$ cat src/rtl/pc_seq.sv
// Program-counter sequencer with a return-address stack for CALL/RET.
// Stack overflow and underflow raise a sticky error flag that only rst clears.
module pc_seq #(
    parameter int unsigned    AW      = 18,
    parameter int unsigned    DEPTH   = 8,
    parameter logic [AW-1:0]  RST_VEC = '0
) (
    input  logic                     clk,
    input  logic                     rst,
    input  logic                     en,
    input  logic [2:0]               op,
    input  logic [AW-1:0]            target,
    input  logic [AW-1:0]            offset,
    output logic [AW-1:0]            pc_out,
    output logic [$clog2(DEPTH):0]   sp,
    output logic                     ras_empty,
    output logic                     ras_full,
    output logic                     err
);

    localparam int unsigned AIW = $clog2(DEPTH);
    localparam int unsigned SPW = AIW + 1;

    localparam logic [2:0] OP_INC   = 3'b000;
    localparam logic [2:0] OP_JMP   = 3'b001;
    localparam logic [2:0] OP_BRREL = 3'b010;
    localparam logic [2:0] OP_CALL  = 3'b011;
    localparam logic [2:0] OP_RET   = 3'b100;

    logic [AW-1:0]  pc_q, pc_d;
    logic [SPW-1:0] sp_q, sp_d;
    logic           err_q, err_d;
    logic           ras_empty_q, ras_full_q;
    logic [AW-1:0]  stack_q [DEPTH];
    logic [AW-1:0]  stack_d [DEPTH];

    logic [AW-1:0]  pc_inc;
    logic           full_now;
    logic           empty_now;
    logic [AIW-1:0] push_idx;
    logic [AIW-1:0] pop_idx;

    // Next-state decode for PC, stack pointer, stack contents and error flag.
    always_comb begin
        pc_d      = pc_q;
        sp_d      = sp_q;
        err_d     = err_q;
        stack_d   = stack_q;
        pc_inc    = pc_q + AW'(1);
        full_now  = (sp_q == SPW'(DEPTH));
        empty_now = (sp_q == SPW'(0));
        push_idx  = sp_q[AIW-1:0];
        pop_idx   = AIW'(sp_q - SPW'(1));

        if (en) begin
            case (op)
                OP_INC:   pc_d = pc_inc;
                OP_JMP:   pc_d = target;
                OP_BRREL: pc_d = pc_q + offset;
                OP_CALL: begin
                    pc_d = target;
                    if (full_now) begin
                        err_d = 1'b1;
                    end else begin
                        stack_d[push_idx] = pc_inc;
                        sp_d              = sp_q + SPW'(1);
                    end
                end
                OP_RET: begin
                    if (empty_now) begin
                        pc_d  = pc_inc;
                        err_d = 1'b1;
                    end else begin
                        pc_d = stack_q[pop_idx];
                        sp_d = sp_q - SPW'(1);
                    end
                end
                default: ;
            endcase
        end
    end

    // Control state; reset discards any pending return addresses via sp.
    always_ff @(posedge clk) begin
        if (rst) begin
            pc_q        <= RST_VEC;
            sp_q        <= '0;
            err_q       <= 1'b0;
            ras_empty_q <= 1'b1;
            ras_full_q  <= 1'b0;
        end else begin
            pc_q        <= pc_d;
            sp_q        <= sp_d;
            err_q       <= err_d;
            ras_empty_q <= (sp_d == SPW'(0));
            ras_full_q  <= (sp_d == SPW'(DEPTH));
        end
    end

    // Stack storage is not reset; entries are only read below sp.
    always_ff @(posedge clk) begin
        if (!rst) begin
            stack_q <= stack_d;
        end
    end

    assign pc_out    = pc_q;
    assign sp        = sp_q;
    assign ras_empty = ras_empty_q;
    assign ras_full  = ras_full_q;
    assign err       = err_q;

endmodule

$ cat config.mk
export PLATFORM = sky130hd
export DESIGN_NAME = pc_seq
export DESIGN_NICKNAME = d
export VERILOG_FILES = /design/src/rtl/pc_seq.sv
export SDC_FILE = /design/constraint.sdc
export NUM_CORES = 1
export LEC_CHECK = 0
export ABC_AREA = 1
export BUFFER_PORTS_ARGS = -buffer_cell sky130_fd_sc_hd__buf_2
export CELL_PAD_IN_SITES_DETAIL_PLACEMENT = 2
export CELL_PAD_IN_SITES_GLOBAL_PLACEMENT = 2
export CORE_MARGIN = 3
export CORE_UTILIZATION = 34
export DETAILED_ROUTE_END_ITERATION = 10
export GPL_TIMING_DRIVEN = 0
export PLACE_DENSITY_LB_ADDON = 0.1
export SLEW_MARGIN = 0
export SYNTH_ARGS = -nofsm -noshare
export SYNTH_HDL_FRONTEND = slang
export SYNTH_SLANG_ARGS = --single-unit
$ cat constraint.sdc
create_clock -name clk -period 2.8 [get_ports clk]
set_input_delay 0.14 -clock clk [delete_from_list [all_inputs] [get_ports clk]]
set_output_delay 0.14 -clock clk [all_outputs]
set_load 0.05 [all_outputs]
==> impl_metrics.csv <==
group,metric,value,unit
placement,dp_hpwl,22330,um
yosys,synth_edf_count,144,
worst_hold_path,hp-start,"en",
yosys,ys_warn_count,0,
timing,max_slew_margin,38.96,%
setup_path,cp_max_fo,14,
global_routing,grt_pass1_vias,7702,
setup_path,setup.worst_path.end_class,"flop",
placement,placed_cell_area,0.009284,mm2
cells_and_area,final_area,0.01023,mm2
timing,holdWs,0.04475,ns
clock_network,cts_root_buf,"clkbuf_16",
setup_path,required,3.16,ns
yosys,synthCells,917,
yosys,ys_seq_elements,169,
floorplan,dieArea,0.02703,mm2
routing,wire_per_inst,23.66,um
yosys,netlist_top_cells_area,"edfxtp_1, nand2_1, dfxtp_1",
yosys,synth_commonest_cells,"nand2_1, edfxtp_1, nor2_1",
clock_network,clock_latency,0.44,ns
cells_and_area,nFillCells,2725,
yosys,synthArstFlopShare,0,%
yosys,yosysMostFrequentCell,"nand2_1",
yosys,syn_area_per_cell,9.306,um2
yosys,synth.largest_area_cell,"edfxtp_1",
power_and_ir_drop,peakVddDrop,389.3,uV
setup_path,cp.arrival,3.05,ns
floorplan,io_pins,67,
cells_and_area,final_nets,1077,
yosys,synth_cell_types,41,
global_routing,overflow,0,
routing,drtAntennaViolNets,0,
cells_and_area,antenna_cells,0,
setup_path,rr_startpoint,"sp[0]",
timing,max_slew.worst_pin.slew,0.9125,ns
global_routing,grt_max_degree,19,
clock_network,clkTransAtPathRegs,0.07,ns
cells_and_area,finalNonFillerCells,1351,
routing,drc,0,
global_routing,antenna_found_initial,0,
clock_network,holdBufCountCts,0,
timing,finalCritPeriodShare,95.83,%
routing,dr.pass1.iters,5,
timing,fin_tns_setup,0,ns
routing,routed_wl,31970,um
power_and_ir_drop,powerDensity,590.0,mW/mm2
worst_hold_path,hold_end,"err",
floorplan,die_x,164.4,um
routing,num_vias,7249,
timing,clock_skew,0.01517,ns
flow_run,maxCapViolations,0,
setup_path,reg2reg_depth,13,
clock_network,tritoncts,"built",
setup_path,path_cells,"inv_4 -> buf_4 -> ha_1 -> inv_1 -> nand2_1 -> nand2_2 -> inv_1 -> nor2_4 -> buf_6 -> nand2_1 -> nand3_1 -> a21oi_1 -> a21oi_1",
placement,dp_slack,-0.8781,ns
timing,fmax,372.7,MHz
floorplan,fp.dieH,164.4,um
timing,worst_slack,0.1167,ns
global_routing,grt_use_total,24.03,%
routing,drt-initial-drc-count,389,
yosys,yosysSeqAreaShare,56.54,%
placement,portBuffers,65,
cells_and_area,multi_input_area,0.003323,mm2
yosys,syn_area,0.008533,mm2
clock_network,clock_path_buffers,2,
clock_network,ctsHtreeMaxLevel,4,
worst_hold_path,worst_hold_path_type,"primary input to flop",
timing,rsz0062_at_grt,"no",
yosys,synthesis.nets,980,
worst_hold_path,hold-path-cell-count,3,
floorplan,start_util,34.88,%
yosys,synth_flop_cell,"edfxtp_1",
placement,dp_cells,1306,
timing,fin_crit,2.683,ns
floorplan,core_area,0.02446,mm2
clock_network,cts_num_sinks,169,
yosys,yosysTopAreaCellShare,50.67,%
setup_path,worstSetupStartpointType,"flop",
setup_path,timing.rr.end,"pc_out[9]",
routing,avgViaCountPerCell,5.366,
setup_path,critPathSlowestCell,"dfxtp_2",
floorplan,num_rows,57,
global_routing,grt_pass1_wl,47440,um
clock_network,cts_inserted_buffers,17,
cells_and_area,drive_above_1_share,17.72,%
timing,slew_violations,0,
setup_path,r2r_slack,0.12,ns
setup_path,max_stage_delay,0.45,ns
outcome,status,"complete, no violations",
cells_and_area,areaGrowthSynthToFinish,19.84,%
timing,hold_viol,0,
placement,gp_congestion,0.8428,
timing,finalSetupViolCount,0,
power_and_ir_drop,p_leak,4.118,nW
cells_and_area,regArea,0.004826,mm2
setup_path,critical_path_class,"flop to flop",
==> layer usage <==
metal | wire [um] | share of wire [%] | global-route usage (%) | vias to the layer above
met5 | 0 | 0 | 0 | -
met4 | 459 | 1.4 | 5.109 | 0
met3 | 1456 | 4.6 | 3.762 | 31
met2 | 16590 | 52 | 43.93 | 175
met1 | 13460 | 42 | 30.02 | 3684
li1 | - | - | - | 3359
==> logic make-up after synthesis <==
family,Yosys count,share of synthesized area [%]
buffers and inverters,116,5.630
adders and majority gates,21,3.167
xor gates and xnor gates,14,1.437
and+or+nand+nor,392,19.94
AOI/OAI and AO/OA,205,13.28
DFF,169,56.54
==> layout by cell type, fill, tap and decap left out, types with 5 or more instances in the layout <==
cell / Yosys / layout
nor2_1: 102 / 93
clkbuf_16: 0 / 17
inv_1: 76 / 76
buf_4: 2 / 6
nand2_1: 191 / 189
ha_1: 20 / 20
a22oi_1: 9 / 9
a21oi_1: 75 / 71
buf_12: 0 / 12
nand4_1: 7 / 7
a21oi_2: 2 / 6
nor3_1: 9 / 9
xor2_1: 13 / 12
inv_2: 6 / 5
nand3b_1: 5 / 5
clkbuf_1: 11 / 7
o22ai_1: 19 / 19
edfxtp_1: 144 / 144
nand2_2: 4 / 6
a31oi_1: 5 / 5
dfxtp_1: 25 / 24
nand3_1: 58 / 58
o21ai_0: 74 / 74
o211ai_1: 6 / 6
buf_2: 18 / 81
nor2_4: 3 / 11
==> sequential cells by signal, indices dropped and copies added (netlist names) <==
| signal | cells |
|---|---|
| pc_out | 18 |
| stack_q | 144 |
| err | 1 |
| ras_empty | 1 |
| sp | 4 |
| ras_full | 1 |
==> worst max-delay path by stage <==
stage,startpoint,end,cells after the start
global route,sp[0],pc_out[5],12
finish,sp[0],pc_out[9],13
global placement,sp[0],stack_q[56],11
detailed placement,sp[0],stack_q[129],11
CTS,sp[0],pc_out[9],12
floorplan,sp[0],stack_q[0],11
==> per-stage QoR <==
step | utilization (%) | power [W]
after global placement | 37.95 | 0.003628
after detailed placement | 37.95 | 0.003645
after CTS | 41.74 | 0.006061
after floorplan | - | 0.003351
final | 41.80 | 0.006034
after global routing | 41.80 | 0.006249
==> area by class of cell <==
type | count | area share (%)
flip-flops and latches | 169 | 47.19
multi-input cells | 632 | 32.50
repair buffers | 79 | 5.677
clock buffers | 17 | 4.160
well taps | 324 | 3.964
inverters | 83 | 3.096
plain buffers | 32 | 1.725
clock inverters | 15 | 1.688
==> worst max-delay path: cells and delay by family, from the launching register on <==
family	cells	cell delay, ns
AOI/OAI and AO/OA	2	0.25
DFF	1	0.45
and+or+nand+nor	5	0.81
adders and majority gates	1	0.25
buffers and inverters	5	0.84
==> where the power goes <==
| group | internal (W) | switching, W | total [W] | leakage (nW) |
|---|---|---|---|---|
| Clock | 0.00141 | 0.00103 | 0.00243 | 0.283 |
| Combinational | 0.000217 | 0.000564 | 0.000781 | 2.32 |
| Sequential | 0.00277 | 0.0000458 | 0.00282 | 1.51 |
==> what timing repair did <==
action	in CTS	in global routing
pin swaps	8	0
resized for setup	23	8
buffers inserted	14	0
setup endpoints to repair	164	158
(Power assumes the default switching activity.)
